$ cat config.mk
export PLATFORM = sky130hd
export DESIGN_NAME = rsa_job_arbiter
export DESIGN_NICKNAME = d
export VERILOG_FILES = /design/src/rtl/rsa_job_arbiter_pkg.sv /design/src/rtl/rsa_job_arbiter_picker.sv /design/src/rtl/rsa_job_arbiter.sv
export SDC_FILE = /design/constraint.sdc
export NUM_CORES = 1
export LEC_CHECK = 0
export CELL_PAD_IN_SITES_DETAIL_PLACEMENT = 1
export CELL_PAD_IN_SITES_GLOBAL_PLACEMENT = 1
export CORE_AREA = 2 2 231 233
export CTS_BUF_LIST = sky130_fd_sc_hd__clkbuf_16
export CTS_CLUSTER_DIAMETER = 120
export DETAILED_ROUTE_END_ITERATION = 10
export DIE_AREA = 0 0 233 235
export PLACE_DENSITY_LB_ADDON = 0.1
export SLEW_MARGIN = 10
export SYNTH_ARGS = -nofsm -noshare
export SYNTH_HDL_FRONTEND = slang
export SYNTH_SLANG_ARGS = --single-unit
$ cat constraint.sdc
create_clock -name clk -period 3.8 [get_ports clk]
set_input_delay 0.38 -clock clk [delete_from_list [all_inputs] [get_ports clk]]
set_output_delay 0.38 -clock clk [all_outputs]
set_load 0.01 [all_outputs]
$ cat src/rtl/rsa_job_arbiter_pkg.sv
// Shared types for the RSA job arbiter: operand width, key type and arbiter states.
package rsa_job_arbiter_pkg;

    localparam int MOD_WIDTH = 32;

    typedef logic [MOD_WIDTH-1:0] KeyType;

    typedef enum logic [1:0] {
        ARB_IDLE  = 2'd0,
        ARB_ISSUE = 2'd1,
        ARB_WAIT  = 2'd2
    } ArbState_t;

endpackage

$ cat src/rtl/rsa_job_arbiter_picker.sv
// Combinational round-robin picker: first set request at or after ptr, with wrap-around.
module rr_priority_picker #(
    parameter int N  = 4,
    parameter int IW = $clog2(N)
) (
    input  logic [N-1:0]  req,
    input  logic [IW-1:0] ptr,
    output logic [N-1:0]  grant,
    output logic [IW-1:0] grant_idx,
    output logic          any
);

    localparam logic [2*N-1:0] ONE_2N = {{(2*N-1){1'b0}}, 1'b1};

    logic [2*N-1:0] mask_s;
    logic [2*N-1:0] masked_s;
    logic [2*N-1:0] first_s;

    // Doubling the request vector turns the wrapped search into a plain lowest-set-bit search
    always_comb begin
        mask_s    = ~((ONE_2N << ptr) - ONE_2N);
        masked_s  = {req, req} & mask_s;
        first_s   = masked_s & (~masked_s + ONE_2N);
        grant     = first_s[N-1:0] | first_s[2*N-1:N];
        any       = |req;
        grant_idx = {IW{1'b0}};
        for (int i = 0; i < N; i++) begin
            if (grant[i]) begin
                grant_idx = IW'(i);
            end else begin
                grant_idx = grant_idx;
            end
        end
    end

endmodule

$ cat src/rtl/rsa_job_arbiter.sv
// Round-robin sharing of one RSA exponentiation core among N_REQ requesters,
// one job in flight, with result routing and per-job latency measurement.
module rsa_job_arbiter
    import rsa_job_arbiter_pkg::*;
#(
    parameter int N_REQ = 4,
    parameter int ID_W  = $clog2(N_REQ),
    parameter int CNT_W = 32
) (
    input  logic                            clk,
    input  logic                            rst,
    input  logic [N_REQ-1:0]                req_valid,
    output logic [N_REQ-1:0]                req_ready,
    input  logic [N_REQ-1:0][MOD_WIDTH-1:0] req_msg,
    input  logic [N_REQ-1:0][MOD_WIDTH-1:0] req_key,
    input  logic [N_REQ-1:0][MOD_WIDTH-1:0] req_modulus,
    output logic [N_REQ-1:0]                rsp_valid,
    input  logic [N_REQ-1:0]                rsp_ready,
    output logic [MOD_WIDTH-1:0]            rsp_crypto,
    output logic                            core_i_valid,
    input  logic                            core_i_ready,
    output logic [MOD_WIDTH-1:0]            core_msg,
    output logic [MOD_WIDTH-1:0]            core_key,
    output logic [MOD_WIDTH-1:0]            core_modulus,
    input  logic                            core_o_valid,
    output logic                            core_o_ready,
    input  logic [MOD_WIDTH-1:0]            core_crypto,
    output logic [ID_W-1:0]                 owner_id,
    output logic                            busy,
    output logic [CNT_W-1:0]                last_latency
);

    ArbState_t           state_r;
    logic [ID_W-1:0]     rr_ptr_r;
    logic [ID_W-1:0]     owner_id_r;
    KeyType              msg_r;
    KeyType              key_r;
    KeyType              modulus_r;
    logic                core_i_valid_r;
    logic [CNT_W-1:0]    cnt_r;
    logic [CNT_W-1:0]    last_latency_r;

    logic [N_REQ-1:0]    grant_s;
    logic [ID_W-1:0]     grant_idx_s;
    logic                any_s;
    logic [ID_W-1:0]     next_ptr_s;
    logic [N_REQ-1:0]    owner_mask_s;
    logic                in_wait_s;
    logic                core_o_ready_s;
    logic [CNT_W-1:0]    cnt_sat_s;

    rr_priority_picker #(
        .N  (N_REQ),
        .IW (ID_W)
    ) u_picker (
        .req       (req_valid),
        .ptr       (rr_ptr_r),
        .grant     (grant_s),
        .grant_idx (grant_idx_s),
        .any       (any_s)
    );

    // Handshake steering: grants only in IDLE, result path only to the owner while waiting
    always_comb begin
        in_wait_s      = (state_r == ARB_WAIT);
        owner_mask_s   = {{(N_REQ-1){1'b0}}, 1'b1} << owner_id_r;
        core_o_ready_s = in_wait_s & rsp_ready[owner_id_r];
        if (state_r == ARB_IDLE) begin
            req_ready = grant_s;
        end else begin
            req_ready = {N_REQ{1'b0}};
        end
        if (in_wait_s && core_o_valid) begin
            rsp_valid = owner_mask_s;
        end else begin
            rsp_valid = {N_REQ{1'b0}};
        end
        if (grant_idx_s == ID_W'(N_REQ-1)) begin
            next_ptr_s = {ID_W{1'b0}};
        end else begin
            next_ptr_s = grant_idx_s + ID_W'(1);
        end
        if (cnt_r == {CNT_W{1'b1}}) begin
            cnt_sat_s = cnt_r;
        end else begin
            cnt_sat_s = cnt_r + CNT_W'(1);
        end
    end

    // Arbiter FSM with payload capture and issue-to-result latency counter
    always_ff @(posedge clk or negedge rst) begin
        if (!rst) begin
            state_r        <= ARB_IDLE;
            rr_ptr_r       <= {ID_W{1'b0}};
            owner_id_r     <= {ID_W{1'b0}};
            msg_r          <= {MOD_WIDTH{1'b0}};
            key_r          <= {MOD_WIDTH{1'b0}};
            modulus_r      <= {MOD_WIDTH{1'b0}};
            core_i_valid_r <= 1'b0;
            cnt_r          <= {CNT_W{1'b0}};
            last_latency_r <= {CNT_W{1'b0}};
        end else begin
            case (state_r)
                ARB_IDLE: begin
                    if (any_s) begin
                        msg_r          <= req_msg[grant_idx_s];
                        key_r          <= req_key[grant_idx_s];
                        modulus_r      <= req_modulus[grant_idx_s];
                        owner_id_r     <= grant_idx_s;
                        rr_ptr_r       <= next_ptr_s;
                        cnt_r          <= {CNT_W{1'b0}};
                        core_i_valid_r <= 1'b1;
                        state_r        <= ARB_ISSUE;
                    end
                end
                ARB_ISSUE: begin
                    if (core_i_ready) begin
                        core_i_valid_r <= 1'b0;
                        cnt_r          <= CNT_W'(1);
                        state_r        <= ARB_WAIT;
                    end
                end
                ARB_WAIT: begin
                    cnt_r <= cnt_sat_s;
                    if (core_o_valid && core_o_ready_s) begin
                        last_latency_r <= cnt_r;
                        state_r        <= ARB_IDLE;
                    end
                end
                default: begin
                    core_i_valid_r <= 1'b0;
                    state_r        <= ARB_IDLE;
                end
            endcase
        end
    end

    assign core_i_valid = core_i_valid_r;
    assign core_msg     = msg_r;
    assign core_key     = key_r;
    assign core_modulus = modulus_r;
    assign core_o_ready = core_o_ready_s;
    assign rsp_crypto   = core_crypto;
    assign owner_id     = owner_id_r;
    assign busy         = (state_r != ARB_IDLE);
    assign last_latency = last_latency_r;

endmodule

# --- Yosys cells after proc, flatten, opt, wreduce, memory -nomap -nowiden ---
# Index checks and enable logic that the tools add are counted.
totals:
  register_bits: 167
  latchBits: 0
  mem_bits_rw: 0
  rom_bits: 0
  inputBits: 428
  output_inout_bits: 173
  elab_cells: 68
  n_memories: 0
classes:
  addsub: 4
  mul: 0
  div: 0
  n_lt_le_gt_ge: 2
  n_eq_ne: 8
  shift: 2
  mux: 25
  n_bitwise: 7
  n_reduce_logical: 11
ops:
  columns: ["operator", "count"]
  rows:
  - ["$bmux 32 s2", 3]
  - ["$mux 32", 6]
  - ["$pmux 32 s3", 1]
  - ["$add 32x1->32 const B", 1]
  - ["$eq 32x32->1 const B", 1]
  - ["$and 8x8->8", 2]
  - ["$not 8->8", 2]
  - ["$mux 2", 6]
  - ["$add 8x1->8 const B", 1]
  - ["$mux 4", 2]
  - ["$shl 1x2->8 const A", 1]
  - ["$sub 8x1->8 const B", 1]
  - ["$lt 2x3->1 const B", 2]
  - ["$ne 2x2->1 const B", 3]
  - ["$pmux 2 s3", 1]
  - ["$reduce_and 3->1", 2]
  - ["$eq 2x2->1 const B", 2]
  - ["$mux 1", 4]
  - ["$or 4x4->4", 1]
  - ["$reduce_and 2->1", 2]
  - ["$reduce_and 4->1", 1]
  - ["$reduce_or 4->1", 1]
  - ["$shl 1x2->4 const A", 1]
  - ["$pmux 1 s3", 1]
  - ["10 further kinds", 11]

# --- Depth between registers and ports, before layout ---
# Gate-level depths: netlist of the first run.
depth:
  ltp_word: 13
  ltp_mapped: 11
  depth_no_buf: 7

# --- Modules after synthesis ---
# Synthesis of the first run repeated with hierarchy kept, for this count alone.
unflattened:
  cells_unflattened: 731
  area_unflattened_um2: 9836.9
modules_own_cells:
  columns: ["mod", "n_inst", "cells_per_inst", "area_per_inst_um2", "seq_area_each_um2"]
  rows:
  - ["rsa_job_arbiter", 1, 701, 9631.7, 4179.0]
  - ["rr_priority_picker", 1, 30, 205.2, 0.0]

# --- Worst setup path before layout of the first run ---
# Ideal clock, no wire load.
synth_timing:
  path_kind: "flip-flop to flip-flop"
  from: "register rr_ptr_r[1]"
  to: "register key_r[30] (netlist: core_key[30])"
  setup_time_ps: 87
  t_arrival_ps: 2604
  t_required_ps: 3713
  path_slack_ps: 1110
  path_stages_with_launch: 11
  path_buffers: 3
  period_less_slack_ps: 2690
  path_cell_list: "dfrtp_1 > buf_4 > or2_2 > ha_1 > nand2b_1 > a21oi_4 > buf_4 > clkbuf_1 > o31ai_1 > a2111o_1 > o211ai_1"
synth_via:
  elab_chain_len: 13
synth_rtl:
  columns: ["item", "line_no", "text"]
  rows:
  - ["start: declaration", "rsa_job_arbiter.sv:34", "logic [ID_W-1:0] rr_ptr_r;"]
  - ["start signal: assignment", "rsa_job_arbiter.sv:94", "rr_ptr_r <= {ID_W{1'b0}};"]
  - ["start signal: assignment", "rsa_job_arbiter.sv:110", "rr_ptr_r <= next_ptr_s;"]
  - ["$shl 1x2->8 (*)", "rsa_job_arbiter_picker.sv:21", "mask_s = ~((ONE_2N << ptr) - ONE_2N);"]
  - ["$sub 8x1->8 (*)", "rsa_job_arbiter_picker.sv:21", null]
  - ["$not 8->8 (*)", "rsa_job_arbiter_picker.sv:21", null]
  - ["$and 8x8->8 (*)", "rsa_job_arbiter_picker.sv:22", "masked_s = {req, req} & mask_s;"]
  - ["$not 8->8", "rsa_job_arbiter_picker.sv:23", "first_s = masked_s & (~masked_s + ONE_2N);"]
  - ["$add 8x1->8", "rsa_job_arbiter_picker.sv:23", null]
  - ["$and 8x8->8 (*)", "rsa_job_arbiter_picker.sv:23", null]
  - ["$or 4x4->4 (*)", "rsa_job_arbiter_picker.sv:24", "grant = first_s[N-1:0] | first_s[2*N-1:N];"]
  - ["$mux 1", "rsa_job_arbiter_picker.sv:28", "if (grant[i]) begin"]
  - ["$mux 2", "rsa_job_arbiter_picker.sv:28", null]
  - ["$mux 2 (*)", "rsa_job_arbiter_picker.sv:28", null]
  - ["$bmux 32 s2 (*)", "rsa_job_arbiter.sv:107", "key_r <= req_key[grant_idx_s];"]
  - ["$mux 32 (not written as such) (*)", "rsa_job_arbiter.sv:107", null]
  - ["end signal: assignment", "rsa_job_arbiter.sv:97", "key_r <= {MOD_WIDTH{1'b0}};"]
  - ["end signal: assignment", "rsa_job_arbiter.sv:107", null]
  - ["end: declaration", "rsa_job_arbiter.sv:37", "KeyType key_r;"]
# Every way passes the cells marked *; elsewhere a longest branch is shown, timed or not. The select of a mux whose other input is x is not followed.
# A chain may end at the register's enable or synchronous reset.

# --- Worst setup path in the final report of the first run ---
layout_timing:
  from: "register rr_ptr_r[1]"
  to: "output req_ready[1]"
layout_via:
  elab_chain_len: 9
layout_rtl:
  columns: ["item", "line_no", "text"]
  rows:
  - ["$shl 1x2->8 (*)", "rsa_job_arbiter_picker.sv:21", null]
  - ["$sub 8x1->8 (*)", "rsa_job_arbiter_picker.sv:21", null]
  - ["$not 8->8 (*)", "rsa_job_arbiter_picker.sv:21", null]
  - ["$and 8x8->8 (*)", "rsa_job_arbiter_picker.sv:22", null]
  - ["$not 8->8", "rsa_job_arbiter_picker.sv:23", null]
  - ["$add 8x1->8", "rsa_job_arbiter_picker.sv:23", null]
  - ["$and 8x8->8 (*)", "rsa_job_arbiter_picker.sv:23", null]
  - ["$or 4x4->4 (*)", "rsa_job_arbiter_picker.sv:24", null]
  - ["$mux 4 (*)", "rsa_job_arbiter.sv:68", "if (state_r == ARB_IDLE) begin"]
  - ["end: declaration", "rsa_job_arbiter.sv:13", "output logic [N_REQ-1:0] req_ready,"]
# Every way passes the cells marked *; elsewhere a longest branch is shown, timed or not.

==> flow_metrics.tcl, run 1 <==
set metrics [dict create \
    initial_core_util 0.2260 \
    drt_iter0_markers 895 \
    rows 84 \
    fmax_mhz 280.1 \
    hold_path.class "in -> async" \
    synth_common_cells "o31ai_1, dfrtp_1, clkbuf_1" \
    route.detailed.drc 0 \
    hold_buffers 1 \
    yosysTopAreaCell "dfrtp_1" \
    syn_area_per_cell_um2 8.885 \
    regToRegStartpoint "rr_ptr_r[1]" \
    p_clk_frac 0.150 \
    switching_power_w 0.006324 \
    synth_xor_xnor_area_share 0 \
    hold_violations 0 \
    netlist_area_mm2 0.01181 \
    cts.repair.resized 0 \
    worst_ep_arrival_time_ns 3.19 \
    start_kind "register" \
    yosysMostFrequentCell "o31ai_1" \
    pwr-share-seq 0.213 \
    placed_area_mm2 0.01768 \
    port_buffers 536 \
    skew_ns 0.01488 \
    swShare 0.4904 \
    grt_first_pass_wirelength_um 99260 \
    dp_hpwl_um 47270 \
    post-route-period-util 0.9395 \
    vias_per_cell 5.519 \
    die_h_um 235 \
    synth_top_area_share 0.3539 \
    yosys.area_share.simple 0.1847 \
    cts_buffers 17 \
    p_comb_frac 0.637 \
    required_ns 3.42 \
    relSlewSlack 0.3012 \
    tns_ns 0 \
    drt-pass1-iter-count 5 \
    synth_compound_gate_area_share 0.3402 \
    overflow 0 \
    clock_latency_ns 0.50 \
    num_io_pins 601 \
    fin_nets 2155 \
    cts.sinks 167 \
    outcome "completed" \
    seq_area_frac_synth 0.3539 \
    grt_max_degree 99 \
    clk_pin_slew_ns 0.07 \
    worst_pin_slew_ns 1.048 \
    wl_um 67850 \
    syn_inst 1329 \
    ys.warnings.count 0 \
    ant_nets 0 \
    post-cts-setup-buffer-count 0 \
    area_delta_synth_final_pct 55.34 \
    grt_setup_unrepaired "no" \
    crit_path_end_kind "output pin" \
    drive_above_1_share 0.06978 \
    ys_seq_elements 167 \
    die-area_mm2 0.05476 \
    max_cap_violations 0 \
    grt_antenna_before_repair 24 \
    die_x_um 233 \
    clock_path_buffers 2 \
    track_usage 0.2452 \
    setup_viol 0 \
    synth_top_family_by_area "compound AO/OA/AOI/OAI gates" \
    vias 13450 \
    synth_fa_ha_area_frac 0.006358 \
    muxShareOfSynthArea 0.03115 \
    slew_violations 0 \
    critical_path.max_fanout 9 \
    syn_nets 1763 \
    peakVddDrop_v 0.0006608 \
    powerDensity_mw_per_mm2 703.0 \
    synth_cell_types 54 \
    synth_edf_count 0 \
    power_leakage_nw 6.665 \
    cts_root_buf "clkbuf_16" \
    reg2reg_setup_slack_ns 0.68 \
    cts_tree "done" \
    htree_levels 4 \
    fillers 5948 \
    place.gp.congestion 0.8172 \
    grt_pass1_vias 14320 \
    reg2reg_to "core_modulus[4]" \
    design_area_mm2 0.01834 \
    fin_crit_ns 3.570 \
    regArea_mm2 0.004179 \
    synth_top_flop_cell "dfrtp_1" \
    synth-async-reset-ratio 1.000 \
    p_int_w 0.006571 \
    multi_input_area_mm2 0.006711 \
    wl_per_cell_um 27.84 \
    core_mm2 0.05224 \
    synth_area_leaders "dfrtp_1, o31ai_1, a2111o_1, o211ai_1, nand4_1" \
    worstSetupPathType "reg -> out" \
    ff2ff_path_depth 8 \
]
## cell type report
cell class	count	share of cell area
inverters	13	0.002729
multi-input cells	944	0.3659
diodes	15	0.002047
clock inverters	15	0.01051
flip-flops and latches	167	0.2278
well taps	688	0.04693
repair buffers	578	0.3208
clock buffers	17	0.02319
## power groups by stage
stage / logic [W] / registers (W) / clock network, W
CTS: 0.00834 / 0.00275 / 0.00202
global placement: 0.00823 / 0.00276 / 0
finish: 0.00821 / 0.00275 / 0.00194
global route: 0.00881 / 0.00283 / 0.00209
detailed placement: 0.00830 / 0.00277 / 0
floorplan: 0.00413 / 0.00294 / 0
## per-stage QoR
step                hold slack, ns  cells    util  power [W]  setup WS, ns
detailed placement          0.4666   2389  0.3384    0.01108        0.6752
CTS                         0.4782   2422  0.3504    0.01311        0.1702
finish                      0.4678   2437  0.3511    0.01289        0.2301
global route                0.5023   2433  0.3509    0.01373       0.08289
floorplan                  0.08441   1329       -   0.007075         1.110
global placement            0.4649   2389  0.3384    0.01099        0.7655
## worst max-delay path by stage
stage,cells after the start,startpoint,slack [ns],to
floorplan,10,rr_ptr_r[1],1.11,core_key[30]
global placement,8,rr_ptr_r[1],0.77,core_msg[20]
detailed placement,8,rr_ptr_r[1],0.68,core_modulus[4]
CTS,6,rr_ptr_r[1],0.17,req_ready[2]
global route,7,rr_ptr_r[1],0.08,req_ready[1]
finish,7,rr_ptr_r[1],0.23,req_ready[1]
## cell usage in the layout (no fill, tap or decap), types with 3 or more instances in the layout
cell               n
clkdlybuf4s50_1  534
o31ai_1          226
dfrtp_1          167
nand2_1          125
nand4_1          101
or3_1             99
o211ai_1          96
a2111o_1          95
o21ai_0           30
mux2_2            28
nand3_1           26
buf_4             26
clkbuf_16         17
nor2_1            16
buf_12            16
diode_2           15
a31oi_1           14
inv_1             13
a21oi_1           10
and3_1             7
nor4_1             6
ha_1               6
nor3_1             5
and2_1             5
nand2b_1           4
clkinv_4           4
mux2i_1            3
a21oi_4            3
o311ai_0           3
o41ai_1            3
inv_6              3
bufinv_16          3
## cell families after synthesis
family | after synthesis
compound gates | 497
simple gates | 409
buf+inv | 218
flops | 167
mux | 32
fa+ha+maj | 6
## sequential cells by signal (all words and copies together) (netlist names)
name          cells
last_latency     32
core_msg         32
state_r           2
core_i_valid      1
rr_ptr_r          2
cnt_r            32
core_modulus     32
core_key         32
owner_id          2
## layer usage
layer  global-route usage  vias up  wire length, µm
met5                    0        -              107
met4              0.07759       16             1253
met3              0.07597       68             4491
met2               0.4244      407            34590
met1               0.2866     6859            27400
li1                     -     6099                -
## worst max-delay path: stages (launching register included)
cell and delay, ns:
dfrtp_1 0.51, or2_2 0.36, ha_1 0.41, nand2b_1 0.23
a21o_4 0.16, nand3_1 0.20, nor2_1 0.20, clkdlybuf4s50_1 0.62
(Power assumes the default switching activity.)
==> run 2: changes to the inputs <==
CTS_CLUSTER_DIAMETER = default   (was 120)
REMOVE_ABC_BUFFERS = 1   (was default)
SLEW_MARGIN = 20   (was 10)
==> flow_metrics.tcl, run 2 (same netlist as run 1, synthesis figures left out) <==
set metrics [dict create \
    start_kind "register" \
    dp.cells 2385 \
    cp_top_family "compound AO/OA/AOI/OAI gates" \
    dr_wl_met2_um 36790 \
    dp_hpwl_um 52540 \
    worstSetupPathType "reg -> out" \
    hold_ws_ns 0.4390 \
    power_leakage_nw 6.625 \
    critical_path.max_fanout 9 \
    drt-pass1-iter-count 5 \
    ant_nets 0 \
    die-area_mm2 0.05476 \
    crit_slowest_cell "clkdlybuf4s50_1" \
    clk_pin_slew_ns 0.07 \
    reg2reg_to "core_key[3]" \
    area_delta_synth_final_pct 54.28 \
    final_common_cell "clkdlybuf4s50_1" \
    wl_per_cell_um 30.48 \
    post-route-period-util 0.9388 \
    track_usage 0.2680 \
    required_ns 3.42 \
    die_x_um 233 \
    place_ws_ns 0.5753 \
    reg2reg_setup_slack_ns 0.57 \
    num_io_pins 601 \
    power_w 0.01278 \
    vias_per_cell 5.628 \
    ff2ff_path_depth 8 \
    drt_iter0_markers 783 \
    clock_path_buffers 2 \
    fin_nets 2151 \
    wl_um 74120 \
    fin_crit_ns 3.568 \
    min_path_cells 4 \
    final_cell_mix "clkdlybuf4s50_1, o31ai_1, dfrtp_1" \
    powerDensity_mw_per_mm2 701.7 \
    regArea_mm2 0.004179 \
    port_buffers 536 \
    multi_input_area_mm2 0.006716 \
    maxUsedRoutingLayer "met5" \
    max_cap_violations 0 \
    worst_slack_ns 0.2325 \
    wl_met3_um 6194 \
    outcome "completed" \
    fillers 5936 \
    grt_antenna_before_repair 26 \
    setup_viol 0 \
    cts.sinks 167 \
    cts_buffers 17 \
    clock_latency_ns 0.49 \
    htree_levels 4 \
    cts_tree "done" \
    peakVddDrop_v 0.0006444 \
    vias 13690 \
    hold_path.class "in -> reg" \
    cts.repair.resized 0 \
    skew_ns 0.008282 \
    path_buf_inv 1 \
    rows 84 \
    utilization 0.3487 \
    final_cell_count_no_fill 2432 \
    hold_violations 0 \
    core_mm2 0.05224 \
    regToRegStartpoint "rr_ptr_r[1]" \
    route.detailed.drc 0 \
    grt_first_pass_wirelength_um 107300 \
    cts_root_buf "clkbuf_16" \
    initial_core_util 0.2260 \
    drive_above_1_share 0.06532 \
    grt_max_degree 96 \
    min_to "core_modulus[9]" \
    relSlewSlack 0.3541 \
    grt_setup_unrepaired "no" \
    worst_pin_slew_ns 0.9599 \
    worst_ep_arrival_time_ns 3.19 \
    worstHoldStart "req_valid[1]" \
    crit_path_end_kind "output pin" \
    path_cells "or2_2, ha_1, a211o_1, o31a_1, nor2_1, clkdlybuf4s50_1" \
    grt_pass1_vias 14480 \
    die_h_um 235 \
    place.gp.congestion 0.8140 \
    slew_violations 0 \
    crit_path_max_incr_delay_ns 0.55 \
    overflow 0 \
    m1WireLength_um 30010 \
    fmax_mhz 280.3 \
]
==> run 2: layer usage <==
layer	vias up	GRT usage
met4	26	0.05810
met5	-	0.01071
met2	428	0.4534
li1	6087	-
met1	7077	0.3121
met3	69	0.1144
==> run 2: worst max-delay path by stage <==
| stage | startpoint | to | slack, ns | cells past startpoint |
|---|---|---|---|---|
| floorplan | rr_ptr_r[1] | core_modulus[18] | -9.16 | 7 |
| global placement | rr_ptr_r[1] | owner_id[1] | 0.66 | 8 |
| detailed placement | rr_ptr_r[1] | core_modulus[18] | 0.58 | 8 |
| CTS | rr_ptr_r[1] | req_ready[2] | 0.18 | 6 |
| global route | rr_ptr_r[1] | req_ready[2] | 0.07 | 6 |
| finish | rr_ptr_r[1] | req_ready[2] | 0.23 | 6 |
==> run 2: stage by stage <==
| stage | area (µm²) | setup TNS, ns |
|---|---|---|
| global placement | 17580 | 0 |
| floorplan | 10870 | -882.65 |
| finish | 18220 | 0 |
| CTS | 18180 | 0 |
| detailed placement | 17580 | 0 |
| global route | 18200 | 0 |
==> run 2: power breakdown <==
part | internal, W | switching, W
registers | 0.00238 | 0.000385
logic | 0.00303 | 0.00509
clock network | 0.00108 | 0.000830
==> run 2: layout make-up <==
type	count	share of cell area
well taps	688	0.04726
repair buffers	574	0.3173
diodes	14	0.001923
multi-input cells	944	0.3687
clock buffers	17	0.02335
inverters	13	0.002747
flip-flops and latches	167	0.2294
clock inverters	15	0.009341
==> run 2: worst min-delay path, cell delays in order <==
cell      delay [ns]
buf_4           0.19
nand4_1         0.10
a2111o_1        0.12
o211ai_1        0.08
==> run 2: timing repair <==
action	in CTS	in global routing
endpoints found under the hold margin	73	0
setup buffers	0	0
hold buffers	1	0
